==> src/rtl/scomp_run_ctrl_if.sv <==
// Board/CPU-side bundle for the SCOMP run/step controller.
// master: board keys, switches and CPU state driving the controller.
// slave : the controller, returning the CPU advance strobe, status and LEDs.
interface scomp_run_ctrl_if #(
  parameter int PC_W   = 8,
  parameter int DATA_W = 16,
  parameter int LED_W  = 8
) ();
  logic              step_key;
  logic              step_mode;
  logic [1:0]        rate_sel;
  logic              bp_en;
  logic [PC_W-1:0]   bp_addr;
  logic [PC_W-1:0]   pc;
  logic [DATA_W-1:0] reg_a;
  logic [DATA_W-1:0] ir;
  logic [1:0]        disp_sel;
  logic              cpu_en;
  logic              halted;
  logic              bp_hit;
  logic [15:0]       step_cnt;
  logic [LED_W-1:0]  led;

  modport master (
    output step_key, step_mode, rate_sel, bp_en, bp_addr, pc, reg_a, ir, disp_sel,
    input  cpu_en, halted, bp_hit, step_cnt, led
  );

  modport slave (
    input  step_key, step_mode, rate_sel, bp_en, bp_addr, pc, reg_a, ir, disp_sel,
    output cpu_en, halted, bp_hit, step_cnt, led
  );
endinterface

==> src/rtl/scomp_run_ctrl.sv <==
// Run/step controller for the SCOMP CPU on the BeMicro board.
// Generates a single-clock CPU enable at a selectable rate, a debounced
// single-step key, and a registered active-low LED display mux.
// Optional breakpoint logic is built when SCOMP_CTRL_BP_EN is defined;
// without it bp_en/bp_addr are ignored and bp_hit is tied low.
module scomp_run_ctrl #(
  parameter int TICK_DIV = 500000,
  parameter int DB_TICKS = 2,
  parameter int PC_W     = 8,
  parameter int DATA_W   = 16,
  parameter int LED_W    = 8
) (
  input logic               clk,
  input logic               reset,
  scomp_run_ctrl_if.slave   bus
);

  localparam int PRE_W = (TICK_DIV > 1) ? $clog2(TICK_DIV) : 1;
  localparam int DB_W  = (DB_TICKS > 1) ? $clog2(DB_TICKS) : 1;

  typedef enum logic [1:0] {
    ST_RUN  = 2'd0,
    ST_HALT = 2'd1,
    ST_STEP = 2'd2
  } state_t;

  logic [PRE_W-1:0] r_preCnt;
  logic [3:0]       r_dec10;
  logic [3:0]       r_dec100;
  logic             w_baseTick;
  logic             w_tick10;
  logic             w_tick100;
  logic             w_rateTick;

  logic [1:0]       r_keySync;
  logic [DB_W-1:0]  r_dbCnt;
  logic             r_dbLevel;
  logic             r_dbLevelDly;
  logic             w_keyPulse;

  state_t           r_state;
  state_t           w_stateNext;
  logic             w_cpuEnNext;
  logic             w_bpMatch;
  logic             r_cpuEn;
  logic             r_halted;
  logic [15:0]      r_stepCnt;

  logic [LED_W-1:0] w_dispVal;
  logic [LED_W-1:0] r_led;
  logic             w_unusedBits;

  assign w_baseTick = (r_preCnt == PRE_W'(TICK_DIV - 1));
  assign w_tick10   = w_baseTick && (r_dec10 == 4'd9);
  assign w_tick100  = w_tick10 && (r_dec100 == 4'd9);
  assign w_keyPulse = r_dbLevel & ~r_dbLevelDly;

  // Free-running prescaler and decade dividers; rate changes never reset them
  always_ff @(posedge clk) begin
    if (reset) begin
      r_preCnt <= '0;
      r_dec10  <= '0;
      r_dec100 <= '0;
    end else begin
      r_preCnt <= w_baseTick ? '0 : r_preCnt + 1'b1;
      if (w_baseTick) r_dec10 <= (r_dec10 == 4'd9) ? 4'd0 : r_dec10 + 4'd1;
      if (w_tick10)   r_dec100 <= (r_dec100 == 4'd9) ? 4'd0 : r_dec100 + 4'd1;
    end
  end

  // Pick the advance rate for free-run mode
  always_comb begin
    w_rateTick = 1'b1;
    case (bus.rate_sel)
      2'd0:    w_rateTick = 1'b1;
      2'd1:    w_rateTick = w_baseTick;
      2'd2:    w_rateTick = w_tick10;
      default: w_rateTick = w_tick100;
    endcase
  end

  // Synchronise the key, then accept a new level after DB_TICKS agreeing base-tick samples
  always_ff @(posedge clk) begin
    if (reset) begin
      r_keySync    <= '0;
      r_dbCnt      <= '0;
      r_dbLevel    <= 1'b0;
      r_dbLevelDly <= 1'b0;
    end else begin
      r_keySync    <= {r_keySync[0], bus.step_key};
      r_dbLevelDly <= r_dbLevel;
      if (w_baseTick) begin
        if (r_keySync[1] != r_dbLevel) begin
          if (r_dbCnt == DB_W'(DB_TICKS - 1)) begin
            r_dbLevel <= r_keySync[1];
            r_dbCnt   <= '0;
          end else begin
            r_dbCnt <= r_dbCnt + 1'b1;
          end
        end else begin
          r_dbCnt <= '0;
        end
      end
    end
  end

`ifdef SCOMP_CTRL_BP_EN
  logic r_skipBp;
  logic r_bpHit;

  assign w_bpMatch  = bus.bp_en && (bus.pc == bus.bp_addr) && !r_skipBp;
  assign bus.bp_hit = r_bpHit;

  // Sticky hit flag, and a one-shot skip so resuming from the breakpoint PC does not re-trigger
  always_ff @(posedge clk) begin
    if (reset) begin
      r_skipBp <= 1'b0;
      r_bpHit  <= 1'b0;
    end else begin
      if (r_state == ST_STEP) begin
        r_bpHit <= 1'b0;
        if (!bus.step_mode) r_skipBp <= 1'b1;
      end else if (r_state == ST_RUN) begin
        if (w_bpMatch) r_bpHit <= 1'b1;
        if (bus.pc != bus.bp_addr) r_skipBp <= 1'b0;
      end
    end
  end
`else
  logic w_unusedBp;

  assign w_bpMatch  = 1'b0;
  assign bus.bp_hit = 1'b0;
  assign w_unusedBp = ^{bus.bp_en, bus.bp_addr};
`endif

  // Next state and the CPU enable decision that lands one clk later
  always_comb begin
    w_stateNext = r_state;
    w_cpuEnNext = 1'b0;
    case (r_state)
      ST_RUN: begin
        if (bus.step_mode || w_bpMatch) w_stateNext = ST_HALT;
        else                            w_cpuEnNext = w_rateTick;
      end
      ST_HALT: begin
        if (w_keyPulse) w_stateNext = ST_STEP;
      end
      ST_STEP: begin
        w_cpuEnNext = 1'b1;
        w_stateNext = bus.step_mode ? ST_HALT : ST_RUN;
      end
      default: w_stateNext = ST_RUN;
    endcase
  end

  // State register with the registered strobe, halt flag and step counter
  always_ff @(posedge clk) begin
    if (reset) begin
      r_state   <= ST_RUN;
      r_cpuEn   <= 1'b0;
      r_halted  <= 1'b0;
      r_stepCnt <= '0;
    end else begin
      r_state  <= w_stateNext;
      r_cpuEn  <= w_cpuEnNext;
      r_halted <= (w_stateNext == ST_HALT);
      if (r_state == ST_STEP) r_stepCnt <= r_stepCnt + 16'd1;
    end
  end

  // Select what the LEDs show
  always_comb begin
    w_dispVal = '0;
    case (bus.disp_sel)
      2'd0:    w_dispVal = bus.reg_a[LED_W-1:0];
      2'd1:    w_dispVal = bus.reg_a[2*LED_W-1:LED_W];
      2'd2:    w_dispVal = LED_W'(bus.pc);
      default: w_dispVal = bus.ir[LED_W-1:0];
    endcase
  end

  // LEDs are active-low, so store the inverted selection
  always_ff @(posedge clk) begin
    if (reset) r_led <= '1;
    else       r_led <= ~w_dispVal;
  end

  assign w_unusedBits = ^{bus.reg_a, bus.ir, bus.pc};

  assign bus.cpu_en   = r_cpuEn;
  assign bus.halted   = r_halted;
  assign bus.step_cnt = r_stepCnt;
  assign bus.led      = r_led;

endmodule

==> src/flat_wrapper.sv <==
// flat-port wrapper written by rule: the top's interface ports become plain ports
module scomp_run_ctrl_flat 
#(
  parameter int TICK_DIV = 500000,
  parameter int DB_TICKS = 2,
  parameter int PC_W     = 8,
  parameter int DATA_W   = 16,
  parameter int LED_W    = 8
)
  (clk, reset, bus_step_key, bus_step_mode, bus_rate_sel, bus_bp_en, bus_bp_addr, bus_pc, bus_reg_a, bus_ir, bus_disp_sel, bus_cpu_en, bus_halted, bus_bp_hit, bus_step_cnt, bus_led);
  scomp_run_ctrl_if #(.PC_W(PC_W), .DATA_W(DATA_W), .LED_W(LED_W)) bus_i ();
  input logic clk;
  input logic reset;
  input wire logic [$bits(bus_i.step_key)-1:0] bus_step_key;
  input wire logic [$bits(bus_i.step_mode)-1:0] bus_step_mode;
  input wire logic [$bits(bus_i.rate_sel)-1:0] bus_rate_sel;
  input wire logic [$bits(bus_i.bp_en)-1:0] bus_bp_en;
  input wire logic [$bits(bus_i.bp_addr)-1:0] bus_bp_addr;
  input wire logic [$bits(bus_i.pc)-1:0] bus_pc;
  input wire logic [$bits(bus_i.reg_a)-1:0] bus_reg_a;
  input wire logic [$bits(bus_i.ir)-1:0] bus_ir;
  input wire logic [$bits(bus_i.disp_sel)-1:0] bus_disp_sel;
  output wire logic [$bits(bus_i.cpu_en)-1:0] bus_cpu_en;
  output wire logic [$bits(bus_i.halted)-1:0] bus_halted;
  output wire logic [$bits(bus_i.bp_hit)-1:0] bus_bp_hit;
  output wire logic [$bits(bus_i.step_cnt)-1:0] bus_step_cnt;
  output wire logic [$bits(bus_i.led)-1:0] bus_led;
  assign bus_i.step_key = bus_step_key;
  assign bus_i.step_mode = bus_step_mode;
  assign bus_i.rate_sel = bus_rate_sel;
  assign bus_i.bp_en = bus_bp_en;
  assign bus_i.bp_addr = bus_bp_addr;
  assign bus_i.pc = bus_pc;
  assign bus_i.reg_a = bus_reg_a;
  assign bus_i.ir = bus_ir;
  assign bus_i.disp_sel = bus_disp_sel;
  assign bus_cpu_en = bus_i.cpu_en;
  assign bus_halted = bus_i.halted;
  assign bus_bp_hit = bus_i.bp_hit;
  assign bus_step_cnt = bus_i.step_cnt;
  assign bus_led = bus_i.led;
  scomp_run_ctrl #(.TICK_DIV(TICK_DIV), .DB_TICKS(DB_TICKS), .PC_W(PC_W), .DATA_W(DATA_W), .LED_W(LED_W)) u_core (.clk(clk), .reset(reset), .bus(bus_i));
endmodule
==> config.mk <==
export PLATFORM = sky130hd
export DESIGN_NAME = scomp_run_ctrl_flat
export DESIGN_NICKNAME = d
export VERILOG_FILES = /design/src/rtl/scomp_run_ctrl_if.sv /design/src/rtl/scomp_run_ctrl.sv /design/src/flat_wrapper.sv
export SDC_FILE = /design/constraint.sdc
export NUM_CORES = 1
export LEC_CHECK = 0
export BUFFER_PORTS_ARGS = -buffer_cell sky130_fd_sc_hd__buf_4
export CAP_MARGIN = 5
export CORE_MARGIN = 2
export CORE_UTILIZATION = 30
export CTS_BUF_LIST = sky130_fd_sc_hd__clkbuf_16
export CTS_CLUSTER_DIAMETER = 60
export DETAILED_ROUTE_END_ITERATION = 10
export SETUP_SLACK_MARGIN = 0.15
export SLEW_MARGIN = 20
export SYNTH_ARGS = -nofsm -noshare
export SYNTH_HDL_FRONTEND = slang
export SYNTH_SLANG_ARGS = --single-unit
==> constraint.sdc <==
create_clock -name clk -period 2.5 [get_ports clk]
set_input_delay 0.25 -clock clk [delete_from_list [all_inputs] [get_ports clk]]
set_output_delay 0.25 -clock clk [all_outputs]
set_load 0.02 [all_outputs]
Word level (Yosys, flattened, before mapping)
Index checks and enable logic that the tools add are counted.
W data, S select, Z words.
- bitwise gates (word level): 3
- reduce and logical (&&, ||, !) cells: 7
- $add $sub $neg: 5
- mux-type cells: 12
- equality and inequality tests: 11
- operator list (operator ; count):
    $pmux W8 S3 ; 1
    $add A19 B1 Y19 const B ; 1
    $eq A19 B19 Y1 const B ; 1
    $add A16 B1 Y16 const B ; 1
    $add A4 B1 Y4 const B ; 2
    $eq A2 B1 Y1 const B ; 4
    $eq A4 B4 Y1 const B ; 2
    $mux W4 ; 2
    $not A8 Y8 ; 1
    $eq A2 B2 Y1 const B ; 3
    $logic_not A2 Y1 ; 3
    $pmux W2 S3 ; 1
    $mux W1 ; 4
    $mux W2 ; 2
    $pmux W1 S3 ; 1
    $reduce_and A3 Y1 ; 1
    $logic_and A1 B1 Y1 ; 2
    $pmux W1 S2 ; 1
    $reduce_or A2 Y1 ; 1
    $add A1 B1 Y1 const B ; 1
    $and A1 B1 Y1 ; 1
    $ne A1 B1 Y1 ; 1
    $not A1 Y1 ; 1
- input bits: 57
- register bits: 60
- logic and storage cells: 50

Depth between registers and ports, before layout
- depth after elaboration: 6
- mapped depth: 6
- mapped depth without buffers: 5

Worst setup path after synthesis
Ideal clock, no wire load.
- path kind: reg-to-reg
- start: register u_core.r_preCnt[14]
- end: register u_core.r_dec100[1]
- path slack: 0.306 ns
- clock period less this slack: 2.194 ns
- data arrival time: 2.123 ns
- stages on the path, launching flop included: 6
- path buffers: 1
- required time: 2.429 ns
- setup time: 0.071 ns
- cell sequence: dfxtp_1 -> or4_1 -> or4_4 -> buf_6 -> or4_1 -> a21oi_1
- word-level cells in the longest chain between the ends: 2
- ends and longest elaborated chain (item ; line ; RTL):
    start: declaration ; scomp_run_ctrl.sv:27 ; logic [PRE_W-1:0] r_preCnt;
    start signal: assignment ; scomp_run_ctrl.sv:65 ; r_preCnt <= w_baseTick ? '0 : r_preCnt + 1'b1;
    $eq A19 B19 Y1 ; scomp_run_ctrl.sv:53 ; assign w_baseTick = (r_preCnt == PRE_W'(TICK_DIV - 1));
    $logic_and A1 B1 Y1 ; scomp_run_ctrl.sv:54 ; assign w_tick10 = w_baseTick && (r_dec10 == 4'd9);
    end signal: assignment ; scomp_run_ctrl.sv:67 ; if (w_tick10) r_dec100 <= (r_dec100 == 4'd9) ? 4'd0 : r_dec100 + 4'd1;
    end: declaration ; scomp_run_ctrl.sv:29 ; logic [3:0] r_dec100;
No other way between the ends.
A chain may end at the register's enable or synchronous reset.

Final worst setup path
- start: register u_core.r_preCnt[12]
- end: register u_core.r_dec100[3]
Same word-level chain as after synthesis.

==> results.rst <==
.. list-table::
   :header-rows: 1

   * - Metric
     - Value
   * - Crit end category
     - flop
   * - Synthesized instance count
     - 290
   * - Yosys warnings
     - 0
   * - Count of final max-slew check failures
     - 0
   * - Synthesis-stage register bit count
     - 60
   * - Final hold vios
     - 0
   * - Internal power
     - 1.69 mW
   * - Hold Path Sink
     - u_core.r_keySync[0]
   * - Xor-xnor portion of the synthesized cell area
     - under 10%
   * - Layout overhead on the synthesized area
     - 31.7%
   * - Reg-to-reg endpoint
     - u_core.r_dec100[3]
   * - Sequential fraction of design power
     - 46.2%
   * - Reg2reg setup slack
     - between 0.15 and 0.2 ns
   * - Fraction of final layout cells with drive strength greater than 1
     - 28.3%
   * - Net switching component of the power
     - about 0.44 mW
   * - Total chip power
     - 2.13 mW
   * - Avg Vias per Cell
     - about 5.0
   * - Switching part of the total power
     - about a fifth
   * - Portion of total power attributed to combinational logic
     - under 10%
   * - Async set-or-reset flop fraction in the synthesized netlist
     - 0%
   * - Fill cell count
     - approximately 850
   * - Maximum fanout along the worst path
     - 7
   * - Worst Min Path Start
     - bus_step_key
   * - Largest family of logic cells by synthesized area
     - simple AND/OR/NAND/NOR gates
   * - Largest buffer count on any clock path
     - 2
   * - Final wirelength
     - 5900 um
   * - Synth Area per Inst
     - between 9 and 10 um2
   * - Wire length of the first global-routing pass
     - 9570 um
   * - Required @ worst endpoint
     - 2.74 ns
   * - Residual DRC count
     - 0
   * - Final TNS setup
     - 0 ns
   * - Die Area
     - 9730 um2
   * - Vertical die dimension
     - 98.7 um
   * - Count of H-tree levels built during CTS
     - 3
   * - Portion of the post-synthesis area used by sequential elements
     - 44.7%
   * - Worst path arrival time
     - between 2 and 3 ns
   * - Buffer cell driving the clock tree root
     - clkbuf_16
   * - Via count
     - around 2300
   * - Most used flip-flop cell after synthesis
     - dfxtp_1
   * - Number of nets in the layout
     - about 420
   * - Post-Syn Area
     - between 2000 and 3000 um2
   * - Minimum clock period after layout
     - 2.31 ns
   * - Number of max-cap violations
     - 0
   * - Max VDD drop
     - 0.350 mV
   * - Proportion of power drawn by the clock network
     - a little under half
   * - Clock tree from TritonCTS
     - built
   * - Power density relative to cell area
     - 603 nW/um2
   * - Launch instance of the worst register-to-register path
     - u_core.r_preCnt[12]
   * - Number of synthesized flops with an enable pin
     - 0
   * - Number of antenna violations at the first check in global routing
     - 0
   * - Congestion Overflow GR
     - 0
   * - Outcome
     - completed
   * - Post-synth net total
     - about 350
   * - Clock Skew
     - roughly 0.0064 ns
   * - Timing startpoint of the critical path
     - u_core.r_preCnt[12]
   * - Slew headroom
     - between 50 and 60%
   * - Avg WL per Cell
     - 12.7 um
   * - Maximum number of pins on one net before global-route repair
     - 36
   * - Fmax
     - between 400 and 500 MHz
   * - RSZ-0062 raised after global routing
     - no
   * - Initial core utilization
     - 30.8%
   * - DIE WIDTH
     - about 99 um
   * - Fraction of the mapped netlist area in adder cells
     - less than 1%
   * - Cell Area, Placed
     - 3260 um2
   * - Type of the setup path with the least slack
     - reg -> reg
   * - Overall Global Routing Usage
     - between 10% and 20%
   * - Placer congestion estimate
     - approximately 0.75
   * - Boundary Pins
     - 84
   * - Number of search-and-repair iterations in the first detailed-routing pass
     - 4
   * - Mux contribution to synthesized area
     - approximately 8.6%
   * - Final design instance area without fill
     - around 3500 um2
   * - TritonCTS Buffers
     - 9
   * - Reported leakage power
     - roughly 1.4 nW
   * - Fin cells
     - roughly 470
   * - CTS sink count
     - 60
   * - Simple-gate share of the synthesized area
     - 25.1%
   * - Worst setup SP type
     - flop
   * - Total instance count after detailed placement
     - 451
   * - Number of library cell types mapped by synthesis
     - 45
   * - Hold-fix buffer count after cts
     - 0
   * - Worst-case reg-to-reg path depth
     - 5
   * - Compound-gate portion of the synthesized area
     - under 10%
   * - Share of the core filled with cells
     - between 40 and 50%
   * - Slew of the pin with the lowest slew margin
     - around 0.6 ns
   * - Diode insertion count for antenna repair
     - 0
   * - Clock network latency to the later pin of the worst-skew pair
     - around 0.32 ns
   * - Antenna Nets Post-Route
     - 0
   * - Violation count after the first detailed-route iteration
     - between 70 and 80
   * - Final number of setup-violating endpoints
     - 0
   * - Worst hold path type
     - in -> reg
   * - Final worst path period share
     - 92.4%
   * - Number of port buffers
     - 65
   * - Worst Hold Depth
     - 2
   * - Via count of the first global-routing pass
     - roughly 2200
   * - Site Rows
     - 34
   * - Detailed Place HPWL
     - approximately 4000 um
   * - Post-CTS clock slew at the launch and capture registers of the worst setup and hold paths
     - approximately 0.050 ns
   * - Core Box Area
     - roughly 8700 um2
[area by class of cell]
class                   instances  area (um2)  area share [%]
inverters                      10        37.5            1.06
multi-input cells             208        1410            39.9
clock inverters                 2        7.51           0.212
well taps                     108         135            3.82
flip-flops and latches         60        1210            34.1
clock buffers                   9         225            6.36
repair buffers                 68         514            14.5
[placed cells by master, fill, tap and decap left out, types with 3 or more instances in the layout]
cell,instances
nand3_1,14
or3_1,6
and3_1,5
buf_4,67
clkbuf_16,9
xnor2_1,9
dfxtp_1,56
nand4_1,9
nor2b_1,7
clkinv_1,3
o31ai_1,3
nand2_1,24
or4_1,8
nor2_1,32
dfxtp_2,3
mux2i_1,4
a21oi_1,14
mux4_2,8
o21ai_0,12
nor3_1,5
nor4_1,3
inv_1,9
or2_2,3
xor2_1,14
[per-stage QoR]
stage,setup WS (ns),hold WS (ns)
4_1_cts,0.208,0.175
6_report,0.190,0.175
3_5_place_dp,0.211,0.415
5_1_grt,0.151,0.181
2_1_floorplan,0.306,0.378
3_3_place_gp,0.226,0.408
[sequential cells by signal, summed over array words and instances (netlist names), 2 cells and up]
signal               cells
u_core.bus.led           8
u_core.bus.step_cnt     16
u_core.r_dec10           4
u_core.r_dec100          4
u_core.r_keySync         2
u_core.r_preCnt         19
u_core.r_state           2
[critical path, stage by stage (launching register included)]
cell and delay [ns]:
dfxtp_2 0.33, or4bb_4 0.55, or4_4 0.61, buf_6 0.16, or3_1 0.39, a41oi_2 0.19
[synthesized netlist by cell type (all sizes together), types with 7 or more instances]
cell type   n  area, um2
a21oi      14       70.1
xnor2       9       78.8
nand4       9       56.3
inv         9       33.8
or4         9       71.3
nor2b       7       43.8
nand3      14       70.1
o21ai      13       68.8
nand2      24       90.1
mux4        8        180
dfxtp      60       1200
nor2       32        120
xor2       14        123
clkbuf      9       33.8
[power by group through the flow]
stage	registers [mW]	clock network, mW	logic (mW)
after global routing	0.988	1.06	0.165
final	0.987	0.997	0.151
after CTS	0.988	1.02	0.153
after floorplan	1.02	0	0.0631
after detailed placement	1.01	0	0.153
after global placement	1.01	0	0.151
[worst max path at each step]
stage,to,cells after the start,slack [ns]
floorplan,u_core.r_dec100[1],5,0.31
global placement,u_core.r_dec10[3],4,0.23
detailed placement,u_core.r_dec10[3],4,0.21
CTS,u_core.r_dec10[3],4,0.21
global route,u_core.r_dec100[3],5,0.15
finish,u_core.r_dec100[3],5,0.19
[logic make-up after synthesis]
family | Yosys count
other cells | 1
flops | 60
buf+inv | 23
compound gates | 41
xor+xnor | 23
fa+ha+maj | 2
simple gates | 127
mux | 13
[timing repair]
item                       4_1_cts  5_1_grt
resized for setup                0       11
hold endpoints to repair         0        0
setup endpoints to repair        0        4
buffers inserted                 0        2
[per-layer routing]
| layer | global-route usage, % | part of all wire (%) |
|---|---|---|
| met3 | 3.48 | 7.8 |
| met5 | 0 | 0 |
| met4 | 5.69 | 1.5 |
| met1 | 14.5 | 44 |
| met2 | 19.5 | 47 |
Note: power is estimated with default switching activity, not from simulation.
